`src/rtl/pipe_ctl_pkg.sv`:
```
// rtl/pipe_ctl_pkg.sv - default geometry of the valid/PC/ctl pipe and the per-stage kill reach function
package pipe_ctl_pkg;

  localparam int PIPE_DEPTH       = 6;
  localparam int PIPE_PC_W        = 32;
  localparam int PIPE_CTL_W       = 1;
  localparam int PIPE_CTL_STAGE   = 3;
  localparam int PIPE_KILL_LO_STG = 3;
  localparam int PIPE_KILL_HI_STG = 5;
  localparam int PIPE_CNT_W       = 16;

  // Stage numbers are 1-based; a stage is killed if it lies within either active reach.
  function automatic logic stage_kill(input int stg, input int lo_stg, input int hi_stg,
                                      input logic kill_lo, input logic kill_hi);
    return (kill_lo && (stg <= lo_stg)) || (kill_hi && (stg <= hi_stg));
  endfunction

endpackage

```
`src/rtl/pipe_stage_reg.sv`:
```
// rtl/pipe_stage_reg.sv - enabled data register with asynchronous active-low reset
module pipe_stage_reg #(
  parameter int WIDTH = 1
) (
  input  logic             clk,
  input  logic             rst_n,
  input  logic             en,
  input  logic [WIDTH-1:0] d,
  output logic [WIDTH-1:0] q
);

  logic [WIDTH-1:0] data_d;
  logic [WIDTH-1:0] data_q;

  always_comb begin
    data_d = data_q;
    if (en) begin
      data_d = d;
    end
  end

  always_ff @(posedge clk or negedge rst_n) begin
    if (!rst_n) begin
      data_q <= '0;
    end else begin
      data_q <= data_d;
    end
  end

  assign q = data_q;

endmodule

```
`src/rtl/valid_pipe_param.sv`:
```
// rtl/valid_pipe_param.sv - valid/PC/ctl tracking pipe with two-reach branch kill; perf counters under PIPE_PERF_EN
module valid_pipe_param
  import pipe_ctl_pkg::*;
#(
  parameter int DEPTH       = PIPE_DEPTH,
  parameter int PC_W        = PIPE_PC_W,
  parameter int CTL_W       = PIPE_CTL_W,
  parameter int CTL_STAGE   = PIPE_CTL_STAGE,
  parameter int KILL_LO_STG = PIPE_KILL_LO_STG,
  parameter int KILL_HI_STG = PIPE_KILL_HI_STG,
  parameter int CNT_W       = PIPE_CNT_W
) (
  input  logic             clk,
  input  logic             r_,
  input  logic             en,
  input  logic             issue,
  input  logic [PC_W-1:0]  pc_in,
  input  logic [CTL_W-1:0] ctl_in,
  input  logic             kill_lo,
  input  logic             kill_hi,
  output logic [DEPTH-1:0] v_vec,
  output logic             v_out,
  output logic [PC_W-1:0]  pc_out,
  output logic [CTL_W-1:0] ctl_out,
  input  logic             perf_clr,
  output logic [CNT_W-1:0] perf_retired,
  output logic [CNT_W-1:0] perf_killed
);

  logic [DEPTH-1:0] kill_vec;
  logic [DEPTH-1:0] v_d;
  logic [DEPTH-1:0] v_q;

  always_comb begin
    for (int i = 0; i < DEPTH; i++) begin
      kill_vec[i] = stage_kill(i + 1, KILL_LO_STG, KILL_HI_STG, kill_lo, kill_hi);
    end
  end

  // Kill is applied in place on a stall, and on the way to the next stage on an advance.
  always_comb begin
    v_d = v_q & ~kill_vec;
    if (en) begin
      v_d[0] = issue;
      for (int i = 1; i < DEPTH; i++) begin
        v_d[i] = v_q[i-1] & ~kill_vec[i-1];
      end
    end
  end

  always_ff @(posedge clk or negedge r_) begin
    if (!r_) begin
      v_q <= '0;
    end else begin
      v_q <= v_d;
    end
  end

  logic [PC_W-1:0]  pc_stage  [DEPTH+1];
  logic [CTL_W-1:0] ctl_stage [CTL_STAGE:DEPTH];

  assign pc_stage[0]          = pc_in;
  assign ctl_stage[CTL_STAGE] = ctl_in;

  for (genvar g = 1; g <= DEPTH; g++) begin : g_pc
    pipe_stage_reg #(.WIDTH(PC_W)) u_pc (
      .clk   (clk),
      .rst_n (r_),
      .en    (en),
      .d     (pc_stage[g-1]),
      .q     (pc_stage[g])
    );
  end

  for (genvar g = CTL_STAGE + 1; g <= DEPTH; g++) begin : g_ctl
    pipe_stage_reg #(.WIDTH(CTL_W)) u_ctl (
      .clk   (clk),
      .rst_n (r_),
      .en    (en),
      .d     (ctl_stage[g-1]),
      .q     (ctl_stage[g])
    );
  end

  assign v_vec   = v_q;
  assign v_out   = v_q[DEPTH-1];
  assign pc_out  = pc_stage[DEPTH];
  assign ctl_out = ctl_stage[DEPTH];

`ifdef PIPE_PERF_EN
  localparam int SUM_W = CNT_W + $clog2(DEPTH + 1);
  localparam logic [SUM_W-1:0] CNT_MAX = SUM_W'({CNT_W{1'b1}});

  logic [CNT_W-1:0] retired_d;
  logic [CNT_W-1:0] retired_q;
  logic [CNT_W-1:0] killed_d;
  logic [CNT_W-1:0] killed_q;
  logic [SUM_W-1:0] kill_pop;
  logic [SUM_W-1:0] kill_sum;

  always_comb begin
    kill_pop = '0;
    for (int i = 0; i < DEPTH; i++) begin
      kill_pop = kill_pop + SUM_W'(v_q[i] & kill_vec[i]);
    end
    kill_sum  = SUM_W'(killed_q) + kill_pop;
    retired_d = retired_q;
    killed_d  = killed_q;
    if (perf_clr) begin
      retired_d = '0;
      killed_d  = '0;
    end else begin
      if (en && v_q[DEPTH-1] && (retired_q != {CNT_W{1'b1}})) begin
        retired_d = retired_q + CNT_W'(1);
      end
      killed_d = (kill_sum > CNT_MAX) ? {CNT_W{1'b1}} : kill_sum[CNT_W-1:0];
    end
  end

  always_ff @(posedge clk or negedge r_) begin
    if (!r_) begin
      retired_q <= '0;
      killed_q  <= '0;
    end else begin
      retired_q <= retired_d;
      killed_q  <= killed_d;
    end
  end

  assign perf_retired = retired_q;
  assign perf_killed  = killed_q;
`else
  logic unused_perf_clr;
  assign unused_perf_clr = perf_clr;
  assign perf_retired    = '0;
  assign perf_killed     = '0;
`endif

endmodule

```
`config.mk`:
```
export PLATFORM = sky130hd
export DESIGN_NAME = valid_pipe_param
export DESIGN_NICKNAME = d
export VERILOG_FILES = /design/src/rtl/pipe_ctl_pkg.sv /design/src/rtl/pipe_stage_reg.sv /design/src/rtl/valid_pipe_param.sv
export SDC_FILE = /design/constraint.sdc
export NUM_CORES = 1
export LEC_CHECK = 0
export ABC_AREA = 1
export ABC_CLOCK_PERIOD_IN_PS = 1500
export BUFFER_PORTS_ARGS = -buffer_cell sky130_fd_sc_hd__buf_2
export CAP_MARGIN = 10
export CORE_UTILIZATION = 64
export CTS_BUF_LIST = sky130_fd_sc_hd__clkbuf_4 sky130_fd_sc_hd__clkbuf_8
export DETAILED_ROUTE_END_ITERATION = 12
export PLACE_DENSITY = 0.94
export SYNTH_ARGS = -nofsm -noshare
export SYNTH_HDL_FRONTEND = slang
export SYNTH_HIERARCHICAL = 1
export SYNTH_SLANG_ARGS = --single-unit
```
`constraint.sdc`:
```
create_clock -name clk -period 1.5 [get_ports clk]
set_input_delay 0.075 -clock clk [delete_from_list [all_inputs] [get_ports clk]]
set_output_delay 0.075 -clock clk [all_outputs]
set_load 0.01 [all_outputs]
```
# == Word-level counts from Yosys, hierarchy flattened ==
# Index checks and enable logic that the tools add are counted.
# op_classes
muxes,1
bitwise,9
n_reduce_logical,1
# ops
op,count
6-bit bitwise AND,1
6-bit 2-to-1 mux,1
5-bit NOT with 6-bit output,1
1-bit bitwise AND,5
1-bit NOT,2
1-bit logical OR,1
# totals
register_bits,201
output_inout_bits,72
wordCells,21

# == Longest topological paths before layout ==
# logic_depth
ltp_word,4
depth_mapped,5
mapped_depth_nobuf,3

# == By module ==
# The synthesis kept the hierarchy.
# modules_own_cells
mod,instances,cells_per_inst,area_per_inst_um2
pipe_stage_reg at g_pc[1].u_pc ...,6,136,1292.5
valid_pipe_param,1,61,495.5
pipe_stage_reg at g_ctl[4].u_ctl ...,3,5,40.0

# == Worst setup path after synthesis ==
# No wires, ideal clock.
# synth_path
kind,register -> register
from,register v_q[3] (netlist: v_vec[3])
to,register v_q[4] (netlist: v_vec[4])
setup_time_ns,0.118
arrival_ns,0.535
required_ns,1.382
setup_slack_ns,0.848
stages_incl_launch_ff,3
period_less_slack_ns,0.652
path_cell_list,dfrtp_1 > nand3_1 > nand2_1
# synth_via
elab_chain_len,2
# synth_lines
item,line,rtl
start: declaration,valid_pipe_param.sv:32,logic [DEPTH-1:0] v_q;
start signal: assignment,valid_pipe_param.sv:55,v_q <= v_d;
1-bit bitwise AND,valid_pipe_param.sv:46,v_d[i] = v_q[i-1] & ~kill_vec[i-1];
6-bit 2-to-1 mux,valid_pipe_param.sv:43,if (en) begin
via v_d[4],valid_pipe_param.sv:31,logic [DEPTH-1:0] v_d;
# The timed path passes the listed nets, and every way through them passes these cells.
# A chain may end at the register's enable or synchronous reset.

# == Final worst setup path ==
# layout_path
from,input kill_hi
to,register v_q[2] (netlist: v_vec[2])
# layout_via
elab_chain_len,4
word_cells_on_any_way,6
cone_classes,mux: 1; bitwise: 4; reduce/logical: 1
# layout_lines
item,line,rtl
start: declaration,valid_pipe_param.sv:20,"input logic kill_hi,"
1-bit logical OR *,pipe_ctl_pkg.sv:15,return (kill_lo && (stg <= lo_stg)) || (kill_hi && (stg <= hi_stg));
5-bit NOT with 6-bit output / 1-bit NOT (equally long branches),"valid_pipe_param.sv:42, valid_pipe_param.sv:46",
6-bit bitwise AND / 1-bit bitwise AND (equally long branches),"valid_pipe_param.sv:42, valid_pipe_param.sv:46",
6-bit 2-to-1 mux *,valid_pipe_param.sv:43,
via v_d[2],valid_pipe_param.sv:31,
# Mark *: on every way through the listed nets, which the timed path passes. The rest lies on a longest branch.

==> metrics.md <==
| Metric | Value |
|---|---|
| Outcome | `finished, final reports clean` |
| Detailed Route Iter0 Violations | `362` |
| Vias | `5675` |
| RSZ-0062 raised after global routing | `no` |
| Detail Placement HPWL | `8.93 mm` |
| Most common cell after layout, fill and taps aside | `nand2_1` |
| Final Util | `75.0%` |
| Average wire per standard cell | `11.7 um` |
| Total Die Area | `13500 um2` |
| Worst-path clk slew | `0.06 ns` |
| Design Area, Final | `9500 um2` |
| Die Width | `116 um` |
| Most frequent cells in the layout | `nand2_1 (533), dfrtp_1 (201), buf_2 (76)` |
| Resize count post-CTS | `0` |
| Skew-Pair Late Insertion Delay | `0.53 ns` |
| Layout area overhead | `13.5%` |
| WP data required | `1.97 ns` |
| Worst clock skew | `0.0250 ns` |
| Clock period minus worst slack | `1.19 ns` |
| Fmax | `0.840 GHz` |
| # clock sinks | `201` |
| Crit path to | `v_vec[2]$_DFF_PN0_` |
| Via density | `4.70` |
| Initial antenna violation count | `0` |
| Critical-path maximum fanout | `5` |
| Max VDD drop | `0.759 mV` |
| Top cell type's share of synthesized area | `60.1%` |
| GP Congestion | `0.746` |
| Period utilization | `79.3%` |
| Total Wirelength | `14.2 mm` |
| Yosys top cell by area | `dfrtp_1` |
| Pwr dens | `1270 nW/um2` |
| Port buffer count | `78` |
| # diodes | `0` |
| Final number of max-transition violations | `0` |
| Global-route usage over all layers | `22.7%` |
| Initial Utilization | `66.1%` |
| First-pass GRT wire length | `24.7 mm` |
| Synth Instances | `892` |
| H-tree Lvls | `1` |
| Rows | `41` |
| Worst reg-to-reg setup slack | `0.32 ns` |
| Layout Nets | `1056` |
| Critical Path Source | `kill_hi` |
| Vias in the first global route | `5509` |
| Setup violators final | `0` |
| CTS tree | `done` |
| Total grt overflow | `0` |
| Syn Area/Cell | `9.38 um2` |
| Data arrival, critical path | `1.66 ns` |
| Largest net degree at the start of global routing | `58` |
| Clock tree buffer depth | `3` |
| FF-to-FF End | `v_vec[0]$_DFF_PN0_` |
| DR pass1 iterations | `5` |
| DP Area | `8460 um2` |
| Share of cells above drive strength 1 | `20.2%` |
| FF+latch count, synth | `201` |
| Worst r2r src | `v_vec[0]$_DFF_PN0_` |
| Final Hold Fails | `0` |
| Least-Margin Pin Slew | `0.520 ns` |
| Fillers | `820` |
| Max-cap violations | `0` |
| CTS Buf Count | `28` |
| Lkg Pwr | `5.42 nW` |
| Synth warn | `6` |
| Worst setup EP type | `register` |
| Critical path type | `in -> reg` |
| Core area | `12700 um2` |
| Setup TNS | `0 ns` |
| FF-to-FF path depth | `3` |
| Chip height | `116 um` |
| Type of origin of the critical path | `input port` |
| Sequential fraction of the synthesis area | `60.1%` |
| Relative slew slack | `65.2%` |
| Min-delay worst type | `in -> reg` |
| Top post-synthesis cells by area | `dfrtp_1 (60%), nand2_1 (24%), nand2_2 (4.5%), buf_4 (3.0%), clkbuf_8 (3.0%)` |
| Cell variety after synth | `13` |
| DRC errors left | `0` |
| Root Buffer | `clkbuf_8` |
| # IOs | `112` |
| Mapped cell area | `8370 um2` |
| Final ANT Viol Nets | `0` |
==> cell families after synthesis <==
logic type / synth area share (%)
buf+inv: 10.8
flops: 60.1
other cells: 0.0448
simple gates: 29.1
==> worst max-delay path, cell delays in order <==
cell and delay, ns:
dlygate4sd3_1 0.53, buf_2 0.13, nor2_2 0.11, dlygate4sd3_1 0.64, nand3_1 0.09, nand2_1 0.07
==> what timing repair did <==
item,4_1_cts,5_1_grt
endpoints found under the hold margin,237,1
setup endpoints to repair,0,1
buffers inserted,0,0
hold buffers,47,1
==> power breakdown <==
part | switching [mW] | internal [mW]
Clock | 1.85 | 2.33
Combinational | 0.850 | 0.575
Sequential | 0.387 | 6.09
==> state kept, by name, summed over array words and instances (netlist names) <==
| register | count |
|---|---|
| g_ctl.u_ctl/q | 3 |
| g_pc.u_pc/q | 192 |
| v_vec | 6 |
==> synthesized netlist by cell type <==
library cell,count
nand3_1,10
dfrtp_1,201
clkbuf_8,18
nand2_1,533
inv_1,4
conb_1,1
buf_4,33
buf_6,18
buf_12,6
nor2_2,1
inv_8,6
nand2_2,60
inv_2,1
==> area by class of cell <==
class / count / area [um2] / area share [%]
clock buffer: 49 / 562 / 5.91
inverter: 11 / 86.3 / 0.908
timing repair buffer: 138 / 1050 / 11.0
sequential: 201 / 5030 / 52.9
multi-input combinational: 636 / 2550 / 26.9
clock inverter: 1 / 8.76 / 0.0922
tap: 172 / 215 / 2.26
==> layer usage <==
metal	global-route usage, %	vias to the layer above	part of all wire (%)	routed length, um
li1	-	2860	-	-
met1	31.0	2622	45	6450
met2	38.1	164	48	6790
met3	3.32	29	4.6	659
met4	7.01	0	2.0	284
met5	0	-	0	0
==> worst min-delay path by stage <==
| stage | depth (start not counted) | slack (ns) | to | startpoint |
|---|---|---|---|---|
| global route | 4 | 0.06 | g_pc[6].u_pc/q[31]$_DFFE_PN0P_ | en |
| detailed placement | 1 | 0.08 | v_vec[5]$_DFFE_PN0P_ | r_ |
| CTS | 4 | 0.01 | g_pc[6].u_pc/q[24]$_DFFE_PN0P_ | en |
| finish | 4 | 0.04 | g_pc[6].u_pc/q[24]$_DFFE_PN0P_ | en |
| global placement | 1 | 0.08 | v_vec[5]$_DFFE_PN0P_ | r_ |
| floorplan | 0 | -0.22 | g_ctl[4].u_ctl/q$_DFFE_PN0P_ | r_ |
==> through the flow <==
step,total power [mW],hold WS (ns),cells,setup slack [ns]
3_5_place_dp,7.87,0.0843,1111,0.496
4_1_cts,12.2,0.0140,1208,0.0395
5_1_grt,12.7,0.0591,1208,0.251
3_3_place_gp,7.78,0.0786,1111,0.519
6_report,12.1,0.0387,1208,0.310
2_1_floorplan,7.51,-0.221,923,0.848
Note: power is estimated with default switching activity, not from simulation.
